`src/rtl/sync_to_pattern.sv`:
```
// Recovers pixel column/row from VGA H/V sync pulses and emits a selectable RGB test
// pattern with the syncs re-timed to match. Build macro TP_MOVING_BAR_EN enables the moving bar on pattern 7.
module sync_to_pattern #(
  parameter int unsigned ACTIVE_COLS = 640,
  parameter int unsigned ACTIVE_ROWS = 480,
  parameter int unsigned TOTAL_COLS  = 800,
  parameter int unsigned TOTAL_ROWS  = 525,
  parameter int unsigned VIDEO_WIDTH = 3,
  parameter int unsigned CHECK_SHIFT = 5
) (
  input  logic                   CLK,
  input  logic                   RST,
  input  logic                   i_H_Sync,
  input  logic                   i_V_Sync,
  input  logic [2:0]             i_Pattern,
  output logic                   o_H_Sync,
  output logic                   o_V_Sync,
  output logic                   o_Active,
  output logic [9:0]             o_Col_Count,
  output logic [9:0]             o_Row_Count,
  output logic [VIDEO_WIDTH-1:0] o_Red,
  output logic [VIDEO_WIDTH-1:0] o_Grn,
  output logic [VIDEO_WIDTH-1:0] o_Blu
);

  localparam int unsigned CNT_W   = 10;
  localparam int unsigned BAR_W   = ACTIVE_COLS / 8;

  localparam logic [CNT_W-1:0] LP_ACT_COLS     = CNT_W'(ACTIVE_COLS);
  localparam logic [CNT_W-1:0] LP_ACT_ROWS     = CNT_W'(ACTIVE_ROWS);
  localparam logic [CNT_W-1:0] LP_LAST_ACT_COL = CNT_W'(ACTIVE_COLS - 1);
  localparam logic [CNT_W-1:0] LP_LAST_ACT_ROW = CNT_W'(ACTIVE_ROWS - 1);
  localparam logic [CNT_W-1:0] LP_LAST_COL     = CNT_W'(TOTAL_COLS - 1);
  localparam logic [CNT_W-1:0] LP_LAST_ROW     = CNT_W'(TOTAL_ROWS - 1);

  typedef enum logic [2:0] {
    PAT_BLACK  = 3'd0,
    PAT_RED    = 3'd1,
    PAT_GREEN  = 3'd2,
    PAT_BLUE   = 3'd3,
    PAT_CHECK  = 3'd4,
    PAT_BARS   = 3'd5,
    PAT_BORDER = 3'd6,
    PAT_BAR    = 3'd7
  } pattern_e;

  logic             r_h_hist;
  logic             r_v_hist;
  logic             r_h_out;
  logic             r_v_out;
  logic [CNT_W-1:0] r_col;
  logic [CNT_W-1:0] r_row;
  pattern_e         r_pattern;

  logic                   r_active;
  logic [VIDEO_WIDTH-1:0] r_red;
  logic [VIDEO_WIDTH-1:0] r_grn;
  logic [VIDEO_WIDTH-1:0] r_blu;

  logic             w_h_edge;
  logic             w_v_edge;
  logic             w_line_start;
  logic [CNT_W-1:0] w_col_next;
  logic [CNT_W-1:0] w_row_next;
  logic [CNT_W-1:0] w_row_inc;
  logic             w_in_active;
  logic [2:0]       w_bar_idx;
  logic [2:0]       w_rgb;

  assign w_h_edge = i_H_Sync & ~r_h_hist;
  assign w_v_edge = i_V_Sync & ~r_v_hist;

  // Next counter values: sync edges realign, otherwise free-run with wrap.
  always_comb begin : p_next_count
    w_line_start = w_h_edge || (r_col == LP_LAST_COL);
    w_row_inc    = (r_row == LP_LAST_ROW) ? '0 : r_row + CNT_W'(1);
    w_col_next   = w_line_start ? '0 : r_col + CNT_W'(1);
    w_row_next   = r_row;
    if (w_v_edge) begin
      w_row_next = '0;
    end else if (w_line_start) begin
      w_row_next = w_row_inc;
    end
  end

  // Stage 1: sync history, recovered counters, per-frame pattern latch.
  always_ff @(posedge CLK or posedge RST) begin : p_stage1
    if (RST) begin
      r_h_hist  <= 1'b1;
      r_v_hist  <= 1'b1;
      r_h_out   <= 1'b1;
      r_v_out   <= 1'b1;
      r_col     <= '0;
      r_row     <= '0;
      r_pattern <= PAT_BLACK;
    end else begin
      r_h_hist <= i_H_Sync;
      r_v_hist <= i_V_Sync;
      r_h_out  <= r_h_hist;
      r_v_out  <= r_v_hist;
      r_col    <= w_col_next;
      r_row    <= w_row_next;
      if (w_v_edge) begin
        r_pattern <= pattern_e'(i_Pattern);
      end
    end
  end

`ifdef TP_MOVING_BAR_EN
  localparam int unsigned BAR_CMP_W = CNT_W + 1;

  logic [CNT_W-1:0]     r_bar_pos;
  logic [BAR_CMP_W-1:0] w_bar_end;
  logic                 w_bar_hit;

  assign w_bar_end = {1'b0, r_bar_pos} + BAR_CMP_W'(8);
  assign w_bar_hit = (r_col >= r_bar_pos) && ({1'b0, r_col} < w_bar_end);

  // Bar steps one width per frame and restarts once it would leave the active area.
  always_ff @(posedge CLK or posedge RST) begin : p_bar_pos
    if (RST) begin
      r_bar_pos <= '0;
    end else if (w_v_edge) begin
      r_bar_pos <= (w_bar_end >= BAR_CMP_W'(ACTIVE_COLS)) ? '0 : w_bar_end[CNT_W-1:0];
    end
  end
`endif

  // Pixel colour as an {R,G,B} on/off mask from the stage-1 counters.
  always_comb begin : p_pixel
    w_in_active = (r_col < LP_ACT_COLS) && (r_row < LP_ACT_ROWS);
    w_bar_idx   = '0;
    for (int k = 1; k < 8; k++) begin
      if (r_col >= CNT_W'(k * BAR_W)) begin
        w_bar_idx = 3'(k);
      end
    end
    w_rgb = 3'b000;
    case (r_pattern)
      PAT_RED:   w_rgb = 3'b100;
      PAT_GREEN: w_rgb = 3'b010;
      PAT_BLUE:  w_rgb = 3'b001;
      PAT_CHECK: w_rgb = {3{r_col[CHECK_SHIFT] ^ r_row[CHECK_SHIFT]}};
      PAT_BARS: begin
        case (w_bar_idx)
          3'd0:    w_rgb = 3'b111;
          3'd1:    w_rgb = 3'b110;
          3'd2:    w_rgb = 3'b011;
          3'd3:    w_rgb = 3'b010;
          3'd4:    w_rgb = 3'b101;
          3'd5:    w_rgb = 3'b100;
          3'd6:    w_rgb = 3'b001;
          default: w_rgb = 3'b000;
        endcase
      end
      PAT_BORDER: begin
        if ((r_col == '0) || (r_col == LP_LAST_ACT_COL) ||
            (r_row == '0) || (r_row == LP_LAST_ACT_ROW)) begin
          w_rgb = 3'b111;
        end
      end
`ifdef TP_MOVING_BAR_EN
      PAT_BAR:   w_rgb = {3{w_bar_hit}};
`endif
      default:   w_rgb = 3'b000;
    endcase
  end

  // Stage 2: active flag and blanked RGB, aligned with the re-timed syncs.
  always_ff @(posedge CLK or posedge RST) begin : p_stage2
    if (RST) begin
      r_active <= 1'b0;
      r_red    <= '0;
      r_grn    <= '0;
      r_blu    <= '0;
    end else begin
      r_active <= w_in_active;
      r_red    <= {VIDEO_WIDTH{w_in_active & w_rgb[2]}};
      r_grn    <= {VIDEO_WIDTH{w_in_active & w_rgb[1]}};
      r_blu    <= {VIDEO_WIDTH{w_in_active & w_rgb[0]}};
    end
  end

  assign o_H_Sync    = r_h_out;
  assign o_V_Sync    = r_v_out;
  assign o_Active    = r_active;
  assign o_Col_Count = r_col;
  assign o_Row_Count = r_row;
  assign o_Red       = r_red;
  assign o_Grn       = r_grn;
  assign o_Blu       = r_blu;

endmodule

```
`config.mk`:
```
export PLATFORM = sky130hd
export DESIGN_NAME = sync_to_pattern
export DESIGN_NICKNAME = d
export VERILOG_FILES = /design/src/rtl/sync_to_pattern.sv
export SDC_FILE = /design/constraint.sdc
export NUM_CORES = 1
export LEC_CHECK = 0
export BUFFER_PORTS_ARGS = -buffer_cell sky130_fd_sc_hd__buf_4
export CELL_PAD_IN_SITES_DETAIL_PLACEMENT = 1
export CELL_PAD_IN_SITES_GLOBAL_PLACEMENT = 1
export CORE_MARGIN = 2
export CORE_UTILIZATION = 41
export DETAILED_ROUTE_END_ITERATION = 7
export HOLD_SLACK_MARGIN = 0.02
export PLACE_DENSITY = 0.77
export SLEW_MARGIN = 20
export SYNTH_ARGS = -nofsm -noshare
export SYNTH_HDL_FRONTEND = slang
export SYNTH_SLANG_ARGS = --single-unit
```
`constraint.sdc`:
```
create_clock -name CLK -period 2.8 [get_ports CLK]
set_clock_uncertainty 0.2 [all_clocks]
set_input_delay 0.56 -clock CLK [delete_from_list [all_inputs] [get_ports CLK]]
set_output_delay 0.56 -clock CLK [all_outputs]
set_load 0.01 [all_outputs]
```
==> results.ini <==
[critical_path]
path_class = reg2reg
end_kind = flop
cp_max_fo = 15
crit_path_cell_trace = ha_1, and3_1, a41o_2, nand2_2, or4_1, o21ai_1
required_ns = 2.81
timing.critical_path.buf_inv = 0
reg2reg_slack_ns = 0.47
critPathLaunchType = flop
arrival_ns = 2.35
cpLargestDelayFamily = simple AND/OR/NAND/NOR gates
slowest_stage = or4_1
crit_path_max_incr_delay_ns = 0.48

[finish]
fin_nets = 247
drive_gt1_share_pct = 24.9
layout_common_cells = buf_4, dfrtp_1, nand2_1, nor2_1, nand3_1
nFillCells = 516
seqCellArea_um2 = 781
finalNonFillerCells = 289
diodes = 0
multi_input_area_um2 = 946
final_common_cell = buf_4
syn2layout_area_growth_pct = 20.1

[timing]
slew_headroom_pct = 69.9
fmax_mhz = 429
setup_viol = 0
max_slew.worst_pin.slew_ns = 0.452
layout_min_cycle_time_ns = 2.33
fin_hold_ws_ns = 0.165
fin_tns_setup_ns = 0
drv_slew = 0
hold_viol = 0
fin_crit_sh_pct = 83.3
rsz0062_at_grt = no

[placement]
numPortBuffers = 38
dpl.hpwl_um = 3470
placed_cells = 281
gp_congestion = 0.812

[detailed_routing]
drtIter0Drc = 70
wl_um = 4890
vias = 1668
drt_pass1_iterations = 4
drc_errors = 0
ant_nets = 0
wl_per_cell_um = 16.9
post_drt_via_cell_ratio = 5.77

[power_and_ir_drop]
cellPowerDensity_nw_per_um2 = 551
ir_worst_vdd_v = 0.000447
leakage_nw = 1.01

[floorplanning]
core_area_um2 = 4350
start_util_pct = 42.8
ios = 39
num_rows = 24
die-area_um2 = 5100
die_width_um = 71.4
die_y_um = 71.4

[global_routing]
antenna_found_initial = 0
grt_max_degree = 32
grt_pass1_vias = 1648
grtUsageTotal_pct = 20.6
grt_overflow = 0
grt_pass1_wl_um = 8120

[clocking]
cts.sinks = 31
cts_resized = 0
clock_latency_ns = 0.29
root_buffer = clkbuf_8
post_cts_buffers = 0
cts_tree = built
clockBufferDepth = 2
cts_hold_buf = 0
cts_buffers = 5
clkTransAtPathRegs_ns = 0.07
htreeDepth = 2

[synthesis]
syn-instance-count = 206
synth_cell_types = 55
yosysWarnings = 0
synthSimpleGateAreaFrac_pct = 26.5
synth_compound_area_share_pct = 17.3
synthArstFlopShare_pct = 100
syn_area_um2 = 1860
synth-edff-count = 0
synth_xor_area_share_pct = 3.76
ys.flop_type = dfrtp_1
synth.yosys.seq_area_share_pct = 41.9
synth_fa_ha_area_share_pct = 3.22
synth_top_family_by_area = simple AND/OR/NAND/NOR gates
syn-num-nets = 217
syn_area_per_cell_um2 = 9.04
synth_mux_area_share_pct = 0
yosys_register_bits = 31

[run]
maxCapViolCount = 0

[min_path]
hp-class = in2async

[status]
outcome = completed

-- cells in the mapped netlist (2+ instances only) --
cell type,instances,area [um2]
nor3_1,7,35.0
xor2_1,5,43.8
nor2_1,13,48.8
nor2b_1,6,37.5
buf_4,6,45.0
o21a_1,2,15.0
a311oi_1,2,17.5
nand4_1,6,37.5
nand3_1,11,55.1
a211oi_1,3,22.5
clkbuf_1,8,30.0
a31oi_1,2,12.5
nand2b_1,3,18.8
a21oi_1,10,50.1
xnor2_1,3,26.3
nand4b_1,2,17.5
dfstp_2,4,105
o21ai_0,9,45.0
ha_1,4,50.1
inv_1,8,30.0
nand2_1,23,86.3
dfrtp_1,27,676
and2_1,2,12.5
and3_1,5,31.3
buf_2,3,15.0
or3_1,3,18.8
-- cell families (layout without fill, tap and decap cells) --
| family | after synthesis | after routing |
|---|---|---|
| simple gates | 90 | 90 |
| compound gates | 45 | 45 |
| flops | 31 | 31 |
| buf+inv | 27 | 58 |
| xor+xnor | 8 | 8 |
| fa+ha+maj | 5 | 5 |
-- worst reg2reg max path, cell delays in order, from the launching register on --
cell,delay (ns)
dfrtp_1,0.42
ha_1,0.24
and3_1,0.30
a41o_2,0.41
nand2_2,0.12
or4_1,0.48
o21ai_1,0.09
-- registers in the layout (all words and copies together) (netlist names) --
name and flops:
r_pattern 3, o_Col_Count 10, o_H_Sync 1, o_Active 1, r_v_hist 1, o_Red 1
o_Grn 1, r_h_hist 1, o_V_Sync 1, o_Row_Count 10, o_Blu 1
-- where the power goes --
| group | internal (mW) | switching, mW |
|---|---|---|
| Combinational | 0.137 | 0.141 |
| Clock | 0.224 | 0.171 |
| Sequential | 0.493 | 0.0657 |
-- per-layer routing --
metal  up-vias  global-route usage, %  part of all wire [%]
met5         -                      0                     0
met2        26                   33.4                    50
met4         0                   7.97                   1.5
met1       838                   26.3                    45
li1        797                      -                     -
met3         7                   5.49                   3.7
-- worst paths after layout --
path	from	to	depth (start not counted)
max reg2reg	o_Col_Count[0]$_DFF_PP0_	o_Row_Count[5]$_DFFE_PP0P_	6
min in group CLK	r_h_hist$_DFF_PP1_	o_H_Sync$_DFF_PP1_	0
min	RST	o_Active$_DFF_PP0_	3
min reg2reg	r_h_hist$_DFF_PP1_	o_H_Sync$_DFF_PP1_	0
max	o_Col_Count[0]$_DFF_PP0_	o_Row_Count[5]$_DFFE_PP0P_	6
max in group asynchronous	RST	r_h_hist$_DFF_PP1_	3
-- stage by stage --
stage | total power [mW] | utilization (%) | area [um2] | worst slack [ns]
floorplan | 0.730 | - | 1860 | 0.756
global placement | 0.838 | 49.1 | 2140 | 0.588
detailed placement | 0.849 | 49.1 | 2140 | 0.479
CTS | 1.25 | 51.4 | 2240 | 0.479
global route | 1.30 | 51.4 | 2240 | 0.309
finish | 1.23 | 51.4 | 2240 | 0.466
-- area by class of cell --
class	instances	area share, %
well taps	52	2.91
repair buffers	42	14.1
flip-flops and latches	31	34.9
clock buffers	8	4.47
inverters	8	1.34
multi-input cells	148	42.3
Power figures use the tool's default switching activity.
